[src/rtl/key_pkg.sv]
// Shared PS/2 arrow-key definitions: scancodes, key code encoding, decoder states
// and the event record carried by the event FIFO.
package key_pkg;

    localparam logic [7:0] SC_EXT   = 8'hE0;
    localparam logic [7:0] SC_BRK   = 8'hF0;
    localparam logic [7:0] SC_UP    = 8'h75;
    localparam logic [7:0] SC_DOWN  = 8'h72;
    localparam logic [7:0] SC_LEFT  = 8'h6B;
    localparam logic [7:0] SC_RIGHT = 8'h74;

    typedef enum logic [1:0] {
        KEY_UP    = 2'd0,
        KEY_DOWN  = 2'd1,
        KEY_LEFT  = 2'd2,
        KEY_RIGHT = 2'd3
    } key_code_e;

    typedef enum logic [1:0] {
        ST_IDLE    = 2'd0,
        ST_EXT     = 2'd1,
        ST_BRK     = 2'd2,
        ST_EXT_BRK = 2'd3
    } dec_state_e;

    typedef struct packed {
        key_code_e code;
        logic      press;
    } key_evt_t;

    function automatic logic sc_is_dir(input logic [7:0] sc);
        return (sc == SC_UP) || (sc == SC_DOWN) || (sc == SC_LEFT) || (sc == SC_RIGHT);
    endfunction

    function automatic key_code_e sc_to_key(input logic [7:0] sc);
        case (sc)
            SC_DOWN:  return KEY_DOWN;
            SC_LEFT:  return KEY_LEFT;
            SC_RIGHT: return KEY_RIGHT;
            default:  return KEY_UP;
        endcase
    endfunction

    // key_state is ordered {up,down,left,right}, so code k lives at bit 3-k.
    function automatic logic [3:0] key_mask(input key_code_e k);
        return 4'b1000 >> k;
    endfunction

endpackage

[src/rtl/key_evt_fifo.sv]
// Small event FIFO: pointers carry one extra wrap bit so full and empty are distinguishable.
// A push into a full FIFO is accepted only when a pop happens on the same edge.
module key_evt_fifo
    import key_pkg::*;
#(
    parameter int FIFO_DEPTH = 4
) (
    input  logic     clk,
    input  logic     reset,
    input  logic     push_i,
    input  logic     pop_i,
    input  key_evt_t data_i,
    output key_evt_t data_o,
    output logic     full_o,
    output logic     empty_o
);
    localparam int AW = $clog2(FIFO_DEPTH);

    logic [AW:0] wr_q, rd_q;
    key_evt_t    mem_q [FIFO_DEPTH];
    logic        do_push, do_pop;

    assign empty_o = (wr_q == rd_q);
    assign full_o  = (wr_q[AW] != rd_q[AW]) && (wr_q[AW-1:0] == rd_q[AW-1:0]);
    assign do_pop  = pop_i & ~empty_o;
    assign do_push = push_i & (~full_o | do_pop);
    assign data_o  = mem_q[rd_q[AW-1:0]];

    always_ff @(posedge clk or negedge reset) begin
        if (!reset) begin
            wr_q <= '0;
            rd_q <= '0;
            for (int i = 0; i < FIFO_DEPTH; i++) begin
                mem_q[i] <= '0;
            end
        end else begin
            if (do_push) begin
                mem_q[wr_q[AW-1:0]] <= data_i;
                wr_q                <= wr_q + 1'b1;
            end
            if (do_pop) begin
                rd_q <= rd_q + 1'b1;
            end
        end
    end

endmodule

[src/rtl/key_event_ctrl.sv]
// PS/2 arrow-key controller: scancode decoder with prefix timeout, held-key map and event FIFO.
// Optional macro KEY_REPEAT_FILTER_EN drops typematic makes and unmatched breaks from the FIFO.
module key_event_ctrl
    import key_pkg::*;
#(
    parameter int FIFO_DEPTH  = 4,
    parameter int TIMEOUT_CYC = 1000000
) (
    input  logic       clk,
    input  logic       reset,
    input  logic [7:0] rx_byte,
    input  logic       rx_valid,
    input  logic       evt_ready,
    output logic       evt_valid,
    output logic [1:0] evt_code,
    output logic       evt_press,
    output logic [3:0] key_state,
    output logic       overflow
);
    localparam int CNT_W = (TIMEOUT_CYC > 1) ? $clog2(TIMEOUT_CYC) : 1;
    localparam logic [CNT_W-1:0] TIMEOUT_LAST = CNT_W'(TIMEOUT_CYC - 1);

    dec_state_e       state_q, state_d;
    logic [CNT_W-1:0] cnt_q, cnt_d;
    logic [3:0]       keys_q, keys_d;
    logic             ovf_q, ovf_d;

    logic      evt_fire, evt_make, push_evt;
    key_code_e evt_key;
    logic [3:0] evt_mask;
    logic      fifo_full, fifo_empty, fifo_pop;
    key_evt_t  push_data, head_data;

    always_comb begin
        state_d  = state_q;
        cnt_d    = cnt_q;
        evt_fire = 1'b0;
        evt_make = 1'b1;
        evt_key  = sc_to_key(rx_byte);
        if (rx_valid) begin
            cnt_d = '0;
            case (state_q)
                ST_IDLE, ST_EXT: begin
                    if (rx_byte == SC_BRK) begin
                        state_d = (state_q == ST_EXT) ? ST_EXT_BRK : ST_BRK;
                    end else if (rx_byte == SC_EXT) begin
                        state_d = ST_EXT;
                    end else begin
                        state_d  = ST_IDLE;
                        evt_fire = sc_is_dir(rx_byte);
                    end
                end
                default: begin
                    state_d  = ST_IDLE;
                    evt_fire = sc_is_dir(rx_byte);
                    evt_make = 1'b0;
                end
            endcase
        end else if (state_q != ST_IDLE) begin
            // An abandoned prefix must not turn the next direction byte into a break.
            if (cnt_q == TIMEOUT_LAST) begin
                state_d = ST_IDLE;
                cnt_d   = '0;
            end else begin
                cnt_d = cnt_q + 1'b1;
            end
        end else begin
            cnt_d = '0;
        end
    end

    assign evt_mask = key_mask(evt_key);

`ifdef KEY_REPEAT_FILTER_EN
    assign push_evt = evt_fire & (evt_make ^ (|(keys_q & evt_mask)));
`else
    assign push_evt = evt_fire;
`endif

    always_comb begin
        keys_d = keys_q;
        if (evt_fire) begin
            keys_d = evt_make ? (keys_q | evt_mask) : (keys_q & ~evt_mask);
        end
        ovf_d = ovf_q | (push_evt & fifo_full & ~fifo_pop);
    end

    always_ff @(posedge clk or negedge reset) begin
        if (!reset) begin
            state_q <= ST_IDLE;
            cnt_q   <= '0;
            keys_q  <= '0;
            ovf_q   <= 1'b0;
        end else begin
            state_q <= state_d;
            cnt_q   <= cnt_d;
            keys_q  <= keys_d;
            ovf_q   <= ovf_d;
        end
    end

    assign fifo_pop  = evt_ready & ~fifo_empty;
    assign push_data = '{code: evt_key, press: evt_make};

    key_evt_fifo #(
        .FIFO_DEPTH(FIFO_DEPTH)
    ) u_fifo (
        .clk    (clk),
        .reset  (reset),
        .push_i (push_evt),
        .pop_i  (fifo_pop),
        .data_i (push_data),
        .data_o (head_data),
        .full_o (fifo_full),
        .empty_o(fifo_empty)
    );

    assign evt_valid = ~fifo_empty;
    assign evt_code  = head_data.code;
    assign evt_press = head_data.press;
    assign key_state = keys_q;
    assign overflow  = ovf_q;

endmodule

[config.mk]
export PLATFORM = sky130hd
export DESIGN_NAME = key_event_ctrl
export DESIGN_NICKNAME = d
export VERILOG_FILES = /design/src/rtl/key_pkg.sv /design/src/rtl/key_evt_fifo.sv /design/src/rtl/key_event_ctrl.sv
export SDC_FILE = /design/constraint.sdc
export NUM_CORES = 1
export LEC_CHECK = 0
export CAP_MARGIN = 25
export CORE_MARGIN = 4
export CORE_UTILIZATION = 52
export CTS_CLUSTER_DIAMETER = 100
export DETAILED_ROUTE_END_ITERATION = 16
export HOLD_SLACK_MARGIN = 0.08
export PLACE_DENSITY = 0.79
export SLEW_MARGIN = 40
export SYNTH_ARGS = -nofsm -noshare
export SYNTH_HDL_FRONTEND = slang
export SYNTH_SLANG_ARGS = --single-unit
[constraint.sdc]
create_clock -name clk -period 5.9 [get_ports clk]
set_input_delay 1.18 -clock clk [delete_from_list [all_inputs] [get_ports clk]]
set_output_delay 1.18 -clock clk [all_outputs]
set_load 0.05 [all_outputs]
==> impl_metrics.sql <==
INSERT INTO impl_metrics (metric_group, metric, value, unit) VALUES
('clocking', 'cts_tree', 'yes', ''),
('final_layout', 'final_cell_mix', 'sky130_fd_sc_hd__dfrtp_1, sky130_fd_sc_hd__nor2_1, sky130_fd_sc_hd__clkdlybuf4s50_1', ''),
('pwr', 'power.density_cell_area', '266.0', 'nW/µm²'),
('sta', 'setup-tns-final', '0', 'ns'),
('global_routing', 'antenna_violations_before_repair', '0', ''),
('flow_run', 'cap_viol_max_count', '0', ''),
('place', 'placed_area', '2522', 'µm²'),
('clocking', 'cts_post_setup_buffers_inserted', '0', ''),
('routing', 'drt_pre_antenna_iters', '4', ''),
('sta', 'rsz0062_at_grt', 'no', ''),
('clocking', 'cts-root-to-sink-buffers', '2', ''),
('sta', 'tightestPinTransition', '0.6342', 'ns'),
('setup_path', 'cp_max_fo', '6', ''),
('routing', 'route.antenna.remaining_nets', '0', ''),
('place', 'detailed_place_hpwl', '2.965', 'mm'),
('clocking', 'total_clock_buffers_created_by_cts', '5', ''),
('synth', 'synth_xor_xnor_area_share', '10.03', '%'),
('synth', 'synth_top_area_share', '49.61', '%'),
('synth', 'post_synth_inst_count', '202', ''),
('final_layout', 'area.sequential', '1126', 'µm²'),
('final_layout', 'fillerInstances', '329', ''),
('synth', 'yosys_warnings', '0', ''),
('routing', 'remaining_drc_errors', '0', ''),
('clocking', 'clk_pin_slew_worst_paths', '0.08', 'ns'),
('setup_path', 'start_kind', 'register', ''),
('clocking', 'clock-root-buffer', 'sky130_fd_sc_hd__clkbuf_8', ''),
('floorplan', 'die_y', '74.07', 'µm'),
('synth', 'synth_nets', '220', ''),
('synth', 'yosys_register_bits', '45', ''),
('sta', 'count_of_endpoints_failing_hold_in_the_final_timing_report', '0', ''),
('synth', 'compound_cell_area_share_of_the_yosys_netlist', '4.796', '%'),
('final_layout', 'multiInputGateArea', '1106', 'µm²'),
('synth', 'post_synth_and_or_nand_nor_area_fraction', '19.90', '%'),
('setup_path', 'cp_num_buf_inv', '1', ''),
('final_layout', 'area_delta_synth_final', '14.94', '%'),
('pwr', 'power.ir.vdd_worst', '159.9', 'µV'),
('pwr', 'power.static_leakage', '0.001133', 'µW'),
('floorplan', 'floorplan.core_area', '4115', 'µm²'),
('global_routing', 'grt_max_degree', '46', ''),
('sta', 'clock.fmax', '305.5', 'MHz'),
('final_layout', 'mostFrequentLayoutCell', 'sky130_fd_sc_hd__dfrtp_1', ''),
('floorplan', 'die_area', '5486', 'µm²'),
('floorplan', 'design.portCount', '21', ''),
('setup_path', 'critical_path_class', 'reg2out', ''),
('clocking', 'hold_buffers', '0', ''),
('setup_path', 'crit_family', 'buffers and inverters', ''),
('floorplan', 'die_x', '74.07', 'µm'),
('sta', 'period_share', '55.47', '%'),
('synth', 'mux_share_of_post_synthesis_cell_area', '10.42', '%'),
('sta', 'post-route-min-period', '3.273', 'ns'),
('setup_path', 'critical-path-slowest-cell', 'sky130_fd_sc_hd__clkdlybuf4s50_1', ''),
('place', 'place.gp.congestion', '0.8025', ''),
('sta', 'finClkSkew', '0.002245', 'ns'),
('routing', 'routed_wire_length_per_instance', '14.39', 'µm'),
('synth', 'syn-cell-area', '2270', 'µm²'),
('global_routing', 'grt_pass1_wl', '7.327', 'mm'),
('global_routing', 'first_global_vias', '1594', ''),
('setup_path', 'cp_slowest_stage_delay', '0.72', 'ns'),
('final_layout', 'final_net_count', '243', ''),
('setup_path', 'crit_path_cell_trace', 'mux4_2 -> clkdlybuf4s50_1', ''),
('routing', 'vias_per_cell', '5.644', ''),
('worst_hold_path', 'timing.hold.worst.class', 'reg2reg', ''),
('synth', 'yosys.cell_types.count', '36', ''),
('floorplan', 'rows', '23', ''),
('sta', 'finalSetupViolations', '0', ''),
('clocking', 'worst_skew_pair.late_latency', '0.28', 'ns'),
('final_layout', 'design_area', '2609', 'µm²'),
('run_status', 'run_status', 'finished clean', ''),
('final_layout', 'antennaDiodeCount', '0', ''),
('synth', 'synthDominantAreaCellType', 'sky130_fd_sc_hd__dfrtp_1', ''),
('global_routing', 'grtUsageTotal', '17.58', '%');
==> final timing paths <==
| kind | start | endpoint | slack (ns) | cells after the start |
|---|---|---|---|---|
| worst max-delay path | u_fifo.rd_q[0] | evt_code[1] | 2.63 | 2 |
| worst min-delay path | overflow | overflow | 0.47 | 1 |
| worst max register to register | state_q[1] | u_fifo.mem_q[0] | 3.91 | 5 |
| worst min register to register | overflow | overflow | 0.47 | 1 |
| max in group asynchronous | reset | u_fifo.mem_q[7] | 4.64 | 1 |
| min in group asynchronous | reset | cnt_q[17] | 0.87 | 1 |
==> flip-flops by register name, indices dropped and copies added (netlist names), named ones only <==
signal and flops:
u_fifo.wr_q 3, u_fifo.rd_q 3, overflow 1, state_q 2, cnt_q 20, u_fifo.mem_q 12
==> layer usage <==
layer | global-route usage (%) | share of wire, % | up-vias
li1 | - | - | 751
met1 | 24.85 | 49 | 770
met2 | 27.07 | 47 | 27
met3 | 3.514 | 3.7 | 4
met4 | 6.439 | 1.0 | 0
met5 | 0 | 0 | -
==> area by class of cell <==
cell class | count | share of cell area, %
Tap cell | 50 | 2.398
Clock buffer | 7 | 3.309
Inverter | 6 | 0.8633
Timing Repair Buffer | 21 | 7.866
Sequential cell | 45 | 43.17
Multi-Input combinational cell | 146 | 42.40
==> logic make-up (layout without fill, tap and decap cells) <==
group	Yosys count	count (layout)
XOR/XNOR	26	26
flip-flops	45	45
AO/OA/AOI/OAI	13	13
multiplexers	18	18
adder cells (fa/ha/maj)	6	6
buffers and inverters	11	34
AND/OR/NAND/NOR	83	83
==> worst reg2reg max path, cell delays in order, from the launching register on <==
cell	delay, ns
sky130_fd_sc_hd__dfrtp_1	0.44
sky130_fd_sc_hd__nand4bb_1	0.25
sky130_fd_sc_hd__o41ai_2	0.48
sky130_fd_sc_hd__a211oi_4	0.12
sky130_fd_sc_hd__and2_1	0.25
sky130_fd_sc_hd__mux2_1	0.34
==> power by group <==
part / total [µW] / internal (µW) / switching [µW]
combinational: 143 / 69.4 / 73.2
clock: 187 / 93.0 / 93.9
sequential: 364 / 332 / 32.8
==> cell usage after synthesis <==
master / instances
sky130_fd_sc_hd__and3_1: 4
sky130_fd_sc_hd__xnor2_1: 10
sky130_fd_sc_hd__mux2_1: 12
sky130_fd_sc_hd__a31o_2: 1
sky130_fd_sc_hd__nand3b_1: 1
sky130_fd_sc_hd__nand2b_1: 2
sky130_fd_sc_hd__ha_1: 6
sky130_fd_sc_hd__nor2b_1: 4
sky130_fd_sc_hd__o41ai_2: 1
sky130_fd_sc_hd__nand2_1: 12
sky130_fd_sc_hd__or4b_1: 1
sky130_fd_sc_hd__and4_1: 1
sky130_fd_sc_hd__xor2_1: 16
sky130_fd_sc_hd__a22o_1: 1
sky130_fd_sc_hd__nand3_1: 13
sky130_fd_sc_hd__and2_1: 5
sky130_fd_sc_hd__or4_4: 1
sky130_fd_sc_hd__clkbuf_1: 3
sky130_fd_sc_hd__o21ai_1: 2
sky130_fd_sc_hd__nand4bb_1: 1
sky130_fd_sc_hd__mux4_2: 3
sky130_fd_sc_hd__inv_1: 6
sky130_fd_sc_hd__a21oi_1: 2
sky130_fd_sc_hd__nor4_1: 6
sky130_fd_sc_hd__mux2_2: 3
sky130_fd_sc_hd__and4b_1: 1
sky130_fd_sc_hd__and4bb_2: 2
sky130_fd_sc_hd__a21boi_1: 1
sky130_fd_sc_hd__o21ai_0: 2
sky130_fd_sc_hd__a211oi_4: 1
sky130_fd_sc_hd__dfrtp_1: 45
sky130_fd_sc_hd__nor2_1: 23
sky130_fd_sc_hd__buf_2: 2
sky130_fd_sc_hd__nand4_1: 4
sky130_fd_sc_hd__a41oi_1: 2
sky130_fd_sc_hd__nor3b_1: 2
==> through the flow <==
stage                     setup slack [ns]  std cells
after floorplan                      3.016        202
after global placement               2.472        268
after detailed placement             2.382        268
after CTS                            2.602        275
after global routing                 2.526        275
final                                2.627        275
No activity file was read; power rests on OpenSTA's default activity.
